### config.mk
export PLATFORM = sky130hd
export DESIGN_NAME = series_eval_engine
export DESIGN_NICKNAME = d
export VERILOG_FILES = /design/src/rtl/series_eval_engine.sv
export SDC_FILE = /design/constraint.sdc
export NUM_CORES = 1
export LEC_CHECK = 0
export ABC_AREA = 1
export BUFFER_PORTS_ARGS = -buffer_cell sky130_fd_sc_hd__buf_2
export CORE_ASPECT_RATIO = 1.25
export CORE_MARGIN = 2
export CORE_UTILIZATION = 35
export DETAILED_ROUTE_END_ITERATION = 8
export PLACE_DENSITY_LB_ADDON = 0.12
export SYNTH_ARGS = -nofsm -noshare
export SYNTH_HDL_FRONTEND = slang
export SYNTH_SLANG_ARGS = --single-unit
### constraint.sdc
create_clock -name clk -period 9.4 [get_ports clk]
set_clock_uncertainty 0.1 [all_clocks]
set_input_delay 1.88 -clock clk [delete_from_list [all_inputs] [get_ports clk]]
set_output_delay 1.88 -clock clk [all_outputs]
set_load 0.02 [all_outputs]
### src/rtl/series_eval_engine.sv
// Sequential power-series evaluator: sum of c[k]*x^k over N_TERMS coefficients read
// one per cycle from an external combinational LUT, unsigned fixed point with saturation.
module series_eval_engine #(
  parameter int DATA_W    = 16,
  parameter int ADDR_W    = 4,
  parameter int N_TERMS   = 8,
  parameter int FRAC_BITS = 8
) (
  input  logic              clk,
  input  logic              rst,
  input  logic              start,
  input  logic [DATA_W-1:0] x_in,
  output logic [ADDR_W-1:0] lut_addr,
  input  logic [DATA_W-1:0] lut_data,
  output logic              busy,
  output logic              done,
  output logic [DATA_W-1:0] result
);

  localparam int PROD_W = 2 * DATA_W;
  localparam logic [DATA_W-1:0] ONE    = DATA_W'(2 ** FRAC_BITS);
  localparam logic [ADDR_W-1:0] K_LAST = ADDR_W'(N_TERMS - 1);

  typedef enum logic [1:0] {
    S_IDLE,
    S_ACC,
    S_DONE
  } state_t;

  state_t            r_state;
  state_t            w_state_next;
  logic [ADDR_W-1:0] r_k;
  logic [DATA_W-1:0] r_x;
  logic [DATA_W-1:0] r_term;
  logic [DATA_W-1:0] r_sum;
  logic [DATA_W-1:0] r_result;

  logic              w_last;
  logic [PROD_W-1:0] w_coef_prod;
  logic [PROD_W-1:0] w_p;
  logic [PROD_W-1:0] w_term_prod;
  logic [DATA_W-1:0] w_sum_next;
  logic [DATA_W-1:0] w_term_next;

  // Clamp any value that does not fit in DATA_W bits to all-ones instead of wrapping.
  function automatic logic [DATA_W-1:0] sat_u(input logic [PROD_W:0] v);
    if (|v[PROD_W:DATA_W]) return '1;
    else                   return v[DATA_W-1:0];
  endfunction

  assign w_last      = (r_k == K_LAST);
  assign w_coef_prod = PROD_W'(lut_data) * PROD_W'(r_term);
  assign w_p         = w_coef_prod >> FRAC_BITS;
  assign w_sum_next  = sat_u({1'b0, w_p} + (PROD_W + 1)'(r_sum));
  assign w_term_prod = PROD_W'(r_term) * PROD_W'(r_x);
  assign w_term_next = sat_u({1'b0, w_term_prod >> FRAC_BITS});

  always_ff @(posedge clk) begin
    if (rst) r_state <= S_IDLE;
    else     r_state <= w_state_next;
  end

  always_comb begin
    w_state_next = r_state;
    busy         = 1'b0;
    done         = 1'b0;
    case (r_state)
      S_IDLE: if (start) w_state_next = S_ACC;
      S_ACC: begin
        busy = 1'b1;
        if (w_last) w_state_next = S_DONE;
      end
      S_DONE: begin
        done         = 1'b1;
        w_state_next = S_IDLE;
      end
      default: w_state_next = S_IDLE;
    endcase
  end

  // Result is loaded on the final accumulate edge so it is already valid while done is high.
  always_ff @(posedge clk) begin
    if (rst) begin
      r_k      <= '0;
      r_x      <= '0;
      r_term   <= '0;
      r_sum    <= '0;
      r_result <= '0;
    end else begin
      case (r_state)
        S_IDLE: begin
          if (start) begin
            r_x    <= x_in;
            r_term <= ONE;
            r_sum  <= '0;
            r_k    <= '0;
          end
        end
        S_ACC: begin
          r_sum  <= w_sum_next;
          r_term <= w_term_next;
          if (w_last) begin
            r_k      <= '0;
            r_result <= w_sum_next;
          end else begin
            r_k <= r_k + ADDR_W'(1);
          end
        end
        default: ;
      endcase
    end
  end

  assign lut_addr = r_k;
  assign result   = r_result;

endmodule

; ---- Word-level counts from Yosys, hierarchy flattened
; Cells that the tools add are included.
[op_classes]
addsub = 2
multipliers = 2
n_eq_ne = 5
mux = 14
reduce_logical = 8
[ops]
columns = operator, n
row1 = $mul 16x16->32, 2
row2 = $mux 16, 4
row3 = $pmux 16 s2, 2
row4 = $add 24x16->25, 1
row5 = $reduce_or 17->1, 1
row6 = $mux 4, 2
row7 = $pmux 4 s2, 1
row8 = $reduce_and 2->1, 4
row9 = $reduce_or 8->1, 1
row10 = $add 4x1->4 const B, 1
row11 = $eq 4x3->1 const B, 1
row12 = $mux 2, 2
row13 = $ne 2x2->1 const B, 2
row14 = $pmux 2 s2, 1
row15 = $eq 2x1->1 const B, 1
row16 = $eq 2x2->1 const B, 1
row17 = $logic_not 2->1, 1
row18 = $mux 1, 2
row19 = $reduce_bool 2->1, 1
[totals]
regBits = 70
input_bits = 35
out_inout_bits = 22

; ---- Longest topological paths before layout
; Gate-level depths: netlist (run 1).
[logic_depth]
ltp_word = 5
mapped_depth = 43
depth_no_buf = 40

; ---- Worst setup path after synthesis (run 1)
; No wires, ideal clock.
[synth_timing]
path_type = in2reg
start = input lut_data[7]
end = register r_sum[14]
setup_time_ns = 0.132
t_arrival_ns = 8.477
path_slack_ns = 0.691
path_stages = 37
path_buffers = 3
cell_sequence = clkbuf_1 > clkbuf_1 > nand2_1 > fa_1 > inv_1 > fa_1 > inv_1 > fa_1 > inv_1 > fa_1 > fa_1 > inv_1 > fa_1 > inv_1 > ha_1 > nand2_1 > nand2_1 > o21bai_1 > a21oi_1 > nand2_1 > a21oi_1 > xnor2_1 > ha_1 > a21o_1 > a31oi_1 > o21ai_0 > a21oi_1 > inv_1 > nand2_1 > nand2_1 > nand2_1 > nand2_1 > nor2_2 > buf_6 > nand4_2 > nand2_1 > a21oi_1
[synth_between]
elab_chain_len = 5
[synth_lines]
columns = element, line_no
row1 = start: declaration, 14  ; input logic [DATA_W-1:0] lut_data,
row2 = $mul 16x16->32 *, 52  ; assign w_coef_prod = PROD_W'(lut_data) * PROD_W'(r_term);
row3 = $add 24x16->25 *, 54  ; assign w_sum_next = sat_u({1'b0, w_p} + (PROD_W + 1)'(r_sum));
row4 = $reduce_or 17->1, 47  ; if (|v[PROD_W:DATA_W]) return '1;
row5 = $mux 16 *, 47
row6 = $pmux 16 s2 *, 90  ; case (r_state)
row7 = end signal: assignment, 100  ; r_sum <= w_sum_next;
row8 = end: declaration, 35  ; logic [DATA_W-1:0] r_sum;
; Mark *: on every way between the ends. The rest lies on a longest branch, timed or not.
; A chain may end at the register's enable or synchronous reset.

; ---- Worst setup path after layout (run 1)
[layout_timing]
start = input lut_data[10]
end = register r_sum[1]
[layout_between]
elab_chain_len = 5
[layout_lines]
columns = element, line_no
row1 = $mul 16x16->32, 52
row2 = $add 24x16->25, 54
row3 = $reduce_or 17->1, 47
row4 = $mux 16, 47
row5 = $pmux 16 s2, 90
; Every way passes these cells.

==> results.md, run 1 <==
- Main flop type after synthesis: dfxtp_1
- Worst-Skew Late Latency: 0.35 ns
- Area leader, netlist: fa_1
- Post-synthesis xor/xnor area fraction: 2.178%
- Yosys warning count: 0
- Async SR Flop Fraction: 0%
- Post-DRT Antenna Nets: 0
- Main combinational cell family by area after synthesis: adder cells
- Area growth from synthesis to layout: 7.359%
- Clk slew on worst S/H paths: 0.07 ns
- DRC Markers: 0
- Hold Crit Class: reg -> reg
- Max_slew headroom: 22.08%
- Initial DRC Count: 813
- Reg2reg path depth: 36
- Port Buffers: 56
- Num Clock Sinks: 70
- Total CTS buffers: 9
- Tightest Pin Transition: 1.167 ns
- Compound-Gate Fraction of Synth Area: 5.866%
- Drt wl/cell: 17.11 um
- Die H: 282.5 um
- HPWL after DPL: 54.82 mm
- Fin. Hold Viols: 0
- Routed wire length: 65.74 mm
- Seq/Total Area, Yosys: 6.454%
- Gp weighted congestion: 0.8865
- Layout cells sized above 1: 5.716%
- IO Pins: 57
- Post-route cell area: 23310 um^2
- Largest net degree at the start of global routing: 38
- CP max-delay cell: fa_1
- Syn Std Cell Area: 21710 um^2
- Final setup TNS: 0 ns
- Crit path time final: 8.886 ns
- Slowest cell delay on critical path: 0.54 ns
- First-pass GRT wire length: 105.4 mm
- Max-cap violations: 0
- Worst path required time: 9.48 ns
- CP arrival: 8.97 ns
- Post-CTS Hold Fix Bufs: 0
- Chip width: 226.8 um
- Detailed Routing Iterations Pass 1: 5
- Period utilization: 94.54%
- Full die area: 64050 um^2
- Longest Clk Path Bufs: 2
- Global Route Usage Sum: 21.38%
- DP Area: 22980 um^2
- Simple-gate share of the synthesized area: 20.25%
- RSZ-0062 raised after global routing: no
- H-tree Lvls: 3
- Antenna cells: 0
- Mux cell area share after synthesis: 0%
- Rows: 102
- Startpoint class of the critical path: input port
- FF-to-FF setup slack: 1.20 ns
- Avg Inst Size Synth: 7.194 um^2
- CP Capture Type: register
- Reg2reg end: r_sum[1]$_SDFFE_PP0P_
- Critical hold path startpoint: r_sum[15]$_SDFFE_PP0P_
- Initial Util: 35.22%
- Setup-failing EPs final: 0
- Mapped Cells: 3018
- Status: complete, no violations
- Crit path kind: in -> reg
- Slew Limit Fails: 0
- Placeable Area: 61640 um^2
- Syn nets: 3659
- Post-CTS Setup Bufs: 0
- Largest fanout on the critical path: 16
- Hold Path End: r_sum[15]$_SDFFE_PP0P_
- Max Freq: 112.5 MHz
- Root buf cell: clkbuf_16
- CTS tree: built
- Top cell by count, worst path: nand2_1
- Synth unique cells: 43
- Flops & latches, synth: 70
- Main area contributors after synthesis: fa_1 36%, inv_1 14%, nand2_1 14%
- Area share of the largest cell type after synthesis: 35.68%
- Hold Crit Depth: 2
- Cts repair resizes: 0
- Final core occ: 37.82%
- Vias in the first global route: 19.52k
- Gr ovfl total: 0
- Initial antenna violation count: 0
- Area share of fa/ha/maj cells after synthesis: 48.30%
- DR vias: 18.22k
- Nets: 3645
- Number of synthesized flops with an enable pin: 0
- Crit Reg-Reg Startpoint: r_term[2]$_SDFFE_PP0P_
- Vias per std cell: 4.743
## metal layers
| metal | GRT usage (%) | share of wire [%] | vias up |
|---|---|---|---|
| met5 | 0 | 0 | - |
| met3 | 0.8414 | 2.1 | 110 |
| met4 | 6.731 | 3.3 | 0 |
| li1 | - | - | 8725 |
| met2 | 43.04 | 56 | 328 |
| met1 | 23.76 | 38 | 9053 |
## critical path, delay by kind of cell
kind,cells,cell delay [ns]
buf+inv,9,0.88
simple gates,13,1.28
xor+xnor,1,0.17
fa+ha+maj,8,3.65
compound gates,6,1.05
## cell usage in the layout, fill, tap and decap left out, drive strengths merged, types with 14 or more instances in the layout
cell type  instances
inv              827
nand4             28
buf              119
nor2             153
a21oi            109
nand3             69
ha               219
a31oi             14
fa               387
xor2              27
a21o              15
o21ai             69
nand2            818
xnor2             27
dfxtp             70
## synthesized netlist by cell type, types with 17 or more instances
cell type and count:
xnor2_1 27, ha_1 219, o21ai_0 68, dfxtp_1 70, fa_1 387, clkbuf_1 135
xor2_1 27, inv_1 820, nand4_1 17, nand3_1 68, nor2_1 146, a21oi_1 108
nand2_1 808
## state kept, by name, summed over array words and instances, names as in the netlist
signal and flops:
r_state 2, r_sum 16, lut_addr 4, r_x 16, result 16, r_term 16
## final cells by class
| cell class | count | area (um^2) |
|---|---|---|
| Fill cell | 6590 | 38330 |
| Tap cell | 832 | 1041 |
| Multi-Input combinational cell | 1976 | 16630 |
| Clock buffer | 10 | 229.0 |
| Timing Repair Buffer | 121 | 810.8 |
| Inverter | 826 | 3100 |
| Sequential cell | 70 | 1401 |
| Clock inverter | 6 | 93.84 |
## how the worst max path moves through the flow
stage | to | slack (ns) | startpoint | cells after the start
after global placement | r_sum[1]$_SDFFE_PP0P_ | 0.15 | lut_data[5] | 35
after detailed placement | r_sum[1]$_SDFFE_PP0P_ | 0.12 | lut_data[5] | 33
final | r_sum[1]$_SDFFE_PP0P_ | 0.51 | lut_data[10] | 37
after floorplan | r_sum[14]$_SDFFE_PP0P_ | 0.69 | lut_data[7] | 37
after global routing | r_sum[1]$_SDFFE_PP0P_ | 0.02 | lut_data[9] | 33
after CTS | r_sum[1]$_SDFFE_PP0P_ | 0.45 | lut_data[5] | 33
## metrics by stage
step | setup WS [ns] | hold WS [ns] | instances
floorplan | 0.6912 | 0.3497 | 3018
global placement | 0.1540 | 0.3681 | 3825
detailed placement | 0.1153 | 0.3794 | 3825
CTS | 0.4494 | 0.3872 | 3841
global route | 0.01805 | 0.4185 | 3841
finish | 0.5136 | 0.3848 | 3841
## logic make-up (layout without fill, tap and decap cells)
kind of cell	count (synthesis)	after routing
fa+ha+maj	606	606
flops	70	70
compound gates	230	230
simple gates	1086	1086
xor+xnor	54	54
buf+inv	972	963
Power of run 1 is left out: the tool's default activity adds up to more than one toggle a clock period on the data nets, which glitch-free logic cannot reach.
==> run 2: changes to the inputs <==
==> constraint.sdc (replaced) <==
create_clock -name clk -period 9.4 [get_ports clk]
set_clock_uncertainty 0.1 [all_clocks]
set_input_delay 0.47 -clock clk [delete_from_list [all_inputs] [get_ports clk]]
set_output_delay 0.47 -clock clk [all_outputs]
set_load 0.02 [all_outputs]
==> run 2 against run 1 <==
Wire length up 0.83%. Highest routed layer unchanged. Register-to-register slack worse by 0.43 ns. Critical path type is now reg -> reg. Via count down 1.1%. Non-clock buffer count down 26. Final cell count down 0.68%. Global-route usage up 0.31 points. Critical path depth down 4. First-iteration DRC count down 7.7%. Core utilization down 0.41 points.
==> results.md, run 2 (synthesized netlist as in run 1, its figures left out) <==
- HPWL after DPL: 54.41 mm (was 54.82 mm)
- Post-CTS Hold Fix Bufs: 0 (unchanged)
- Most frequent cells in the layout: 820 x inv_1, 808 x nand2_1, 387 x fa_1 (unchanged)
- Placeable Area: 61640 um^2 (unchanged)
- # fillers: 6744 (was 6590)
- Detailed Routing Iterations Pass 1: 7 (was 5)
- Layout cells sized above 1: 4.928% (was 5.716%)
- Initial Util: 35.22% (unchanged)
- Most common cell after layout, fill and taps aside: inv_1 (unchanged)
- IO Pins: 57 (unchanged)
- Longest Clk Path Bufs: 2 (unchanged)
- Hold Crit Class: in -> reg (was reg -> reg)
- CP max-delay cell: dfxtp_1 (was fa_1)
- Worst path required time: 9.49 ns (was 9.48 ns)
- Gr ovfl total: 0 (unchanged)
- Root buf cell: clkbuf_16 (unchanged)
- Max Freq: 115.9 MHz (was 112.5 MHz)
- Vias per std cell: 4.723 (was 4.743)
- DR vias: 18.02k (was 18.22k)
- Startpoint class of the critical path: register (was input port)
- Worst-Skew Late Latency: 0.35 ns (about the same)
- Post-CTS Setup Bufs: 0 (unchanged)
- Period utilization: 91.77% (was 94.54%)
- Largest net degree at the start of global routing: 38 (unchanged)
- Full die area: 64050 um^2 (unchanged)
- Port Buffers: 56 (unchanged)
- DP Cell Count: 3799 (was 3825)
- DRC Markers: 0 (unchanged)
- Max_slew headroom: 35.70% (was 22.08%)
- Top cell by count, worst path: nand2_1 (unchanged)
- Routed wire length: 66.28 mm (was 65.74 mm)
- Hold Crit Depth: 3 (was 2)
- Clk slew on worst S/H paths: 0.07 ns (about the same)
- Die H: 282.5 um (unchanged)
- Initial antenna violation count: 0 (unchanged)
- Post-DRT Antenna Nets: 0 (unchanged)
- Max-cap violations: 0 (unchanged)
- First-pass GRT wire length: 106.5 mm (was 105.4 mm)
- Nets: 3619 (was 3645)
- Slowest cell delay on critical path: 0.74 ns (was 0.54 ns)
- Antenna cells: 0 (unchanged)
- RSZ-0062 raised after global routing: no (unchanged)
- Num Clock Sinks: 70 (unchanged)
- Area growth from synthesis to layout: 6.189% (was 7.359%)
- CTS tree: built (unchanged)
- Post-route cell area: 23060 um^2 (was 23310 um^2)
- DP Area: 22750 um^2 (was 22980 um^2)
- Rows: 102 (unchanged)
- Final Non-Filler Cells: 3815 (was 3841)
- Crit path time final: 8.627 ns (was 8.886 ns)
- Tightest Pin Transition: 0.9631 ns (was 1.167 ns)
- Total CTS buffers: 9 (unchanged)
- CP arrival: 8.72 ns (was 8.97 ns)
- Largest fanout on the critical path: 24 (was 16)
- Chip width: 226.8 um (unchanged)
- Fin. Hold Viols: 0 (unchanged)
- H-tree Lvls: 3 (unchanged)
- CP Capture Type: register (unchanged)
- Setup-failing EPs final: 0 (unchanged)
- Reg2reg path depth: 33 (was 36)
- Vias in the first global route: 19.75k (was 19.52k)
- Drt wl/cell: 17.37 um (was 17.11 um)
- Initial DRC Count: 750 (was 813)
- Final setup TNS: 0 ns (unchanged)
- Global Route Usage Sum: 21.69% (was 21.38%)
- Status: complete, no violations (unchanged)
- Crit path kind: reg -> reg (was in -> reg)
- Gp weighted congestion: 0.8860 (was 0.8865)
- Cts repair resizes: 0 (unchanged)
- Slew Limit Fails: 0 (unchanged)
[run 2: cell types whose count changed in the layout (fill, tap and decap cells not counted), moves of 2 or more]
cell      change
clkbuf_4      -2
buf_4        -23
buf_12        -3
buf_2         +2
[run 2: worst paths after layout]
| check | from | to | slack (ns) |
|---|---|---|---|
| hold reg to reg | r_sum[9]$_SDFFE_PP0P_ | r_sum[9]$_SDFFE_PP0P_ | 0.37 |
| setup / recovery | r_term[7]$_SDFFE_PP0P_ | r_sum[1]$_SDFFE_PP0P_ | 0.77 |
| hold / removal | x_in[12] | r_x[12]$_SDFFE_PP0P_ | 0.27 |
| setup reg to reg | r_term[7]$_SDFFE_PP0P_ | r_sum[1]$_SDFFE_PP0P_ | 0.77 |
[run 2: layer usage]
layer / share of wire, % / vias up / wire [um] / global-route usage (%)
li1: - / 8676 / - / -
met1: 38 / 8926 / 25270 / 23.74
met2: 55 / 304 / 36500 / 42.70
met3: 2.5 / 113 / 1641 / 1.683
met4: 4.3 / 0 / 2875 / 8.451
met5: 0 / - / 0 / 0
[run 2: worst max-delay path, delay by kind of cell, from the launching register on]
family / cells / cell delay, ns
DFF: 1 / 0.74
AOI/OAI and AO/OA: 5 / 0.71
xor gates and xnor gates: 1 / 0.30
buffers and inverters: 6 / 0.84
and+or+nand+nor: 13 / 2.33
adders and majority gates: 8 / 3.44
[run 2: layout make-up]
type | count | area [um^2] | area share, %
Clock buffer | 10 | 239.0 | 1.037
Clock inverter | 6 | 67.56 | 0.2930
Inverter | 826 | 3100 | 13.45
Multi-Input combinational cell | 1976 | 16630 | 72.14
Sequential cell | 70 | 1401 | 6.078
Tap cell | 832 | 1041 | 4.515
Timing Repair Buffer | 95 | 573.1 | 2.485
[run 2: metrics by stage]
step	utilization [%]	hold slack, ns	setup slack (ns)
6_report	37.40	0.2744	0.7735
5_1_grt	37.40	0.2928	0.1359
4_1_cts	37.40	0.2686	0.6736
3_5_place_dp	36.91	0.3662	0.7174
3_3_place_gp	36.91	0.3673	0.7181
2_1_floorplan	-	0.3497	2.101
Power of run 2 is left out for the same reason.
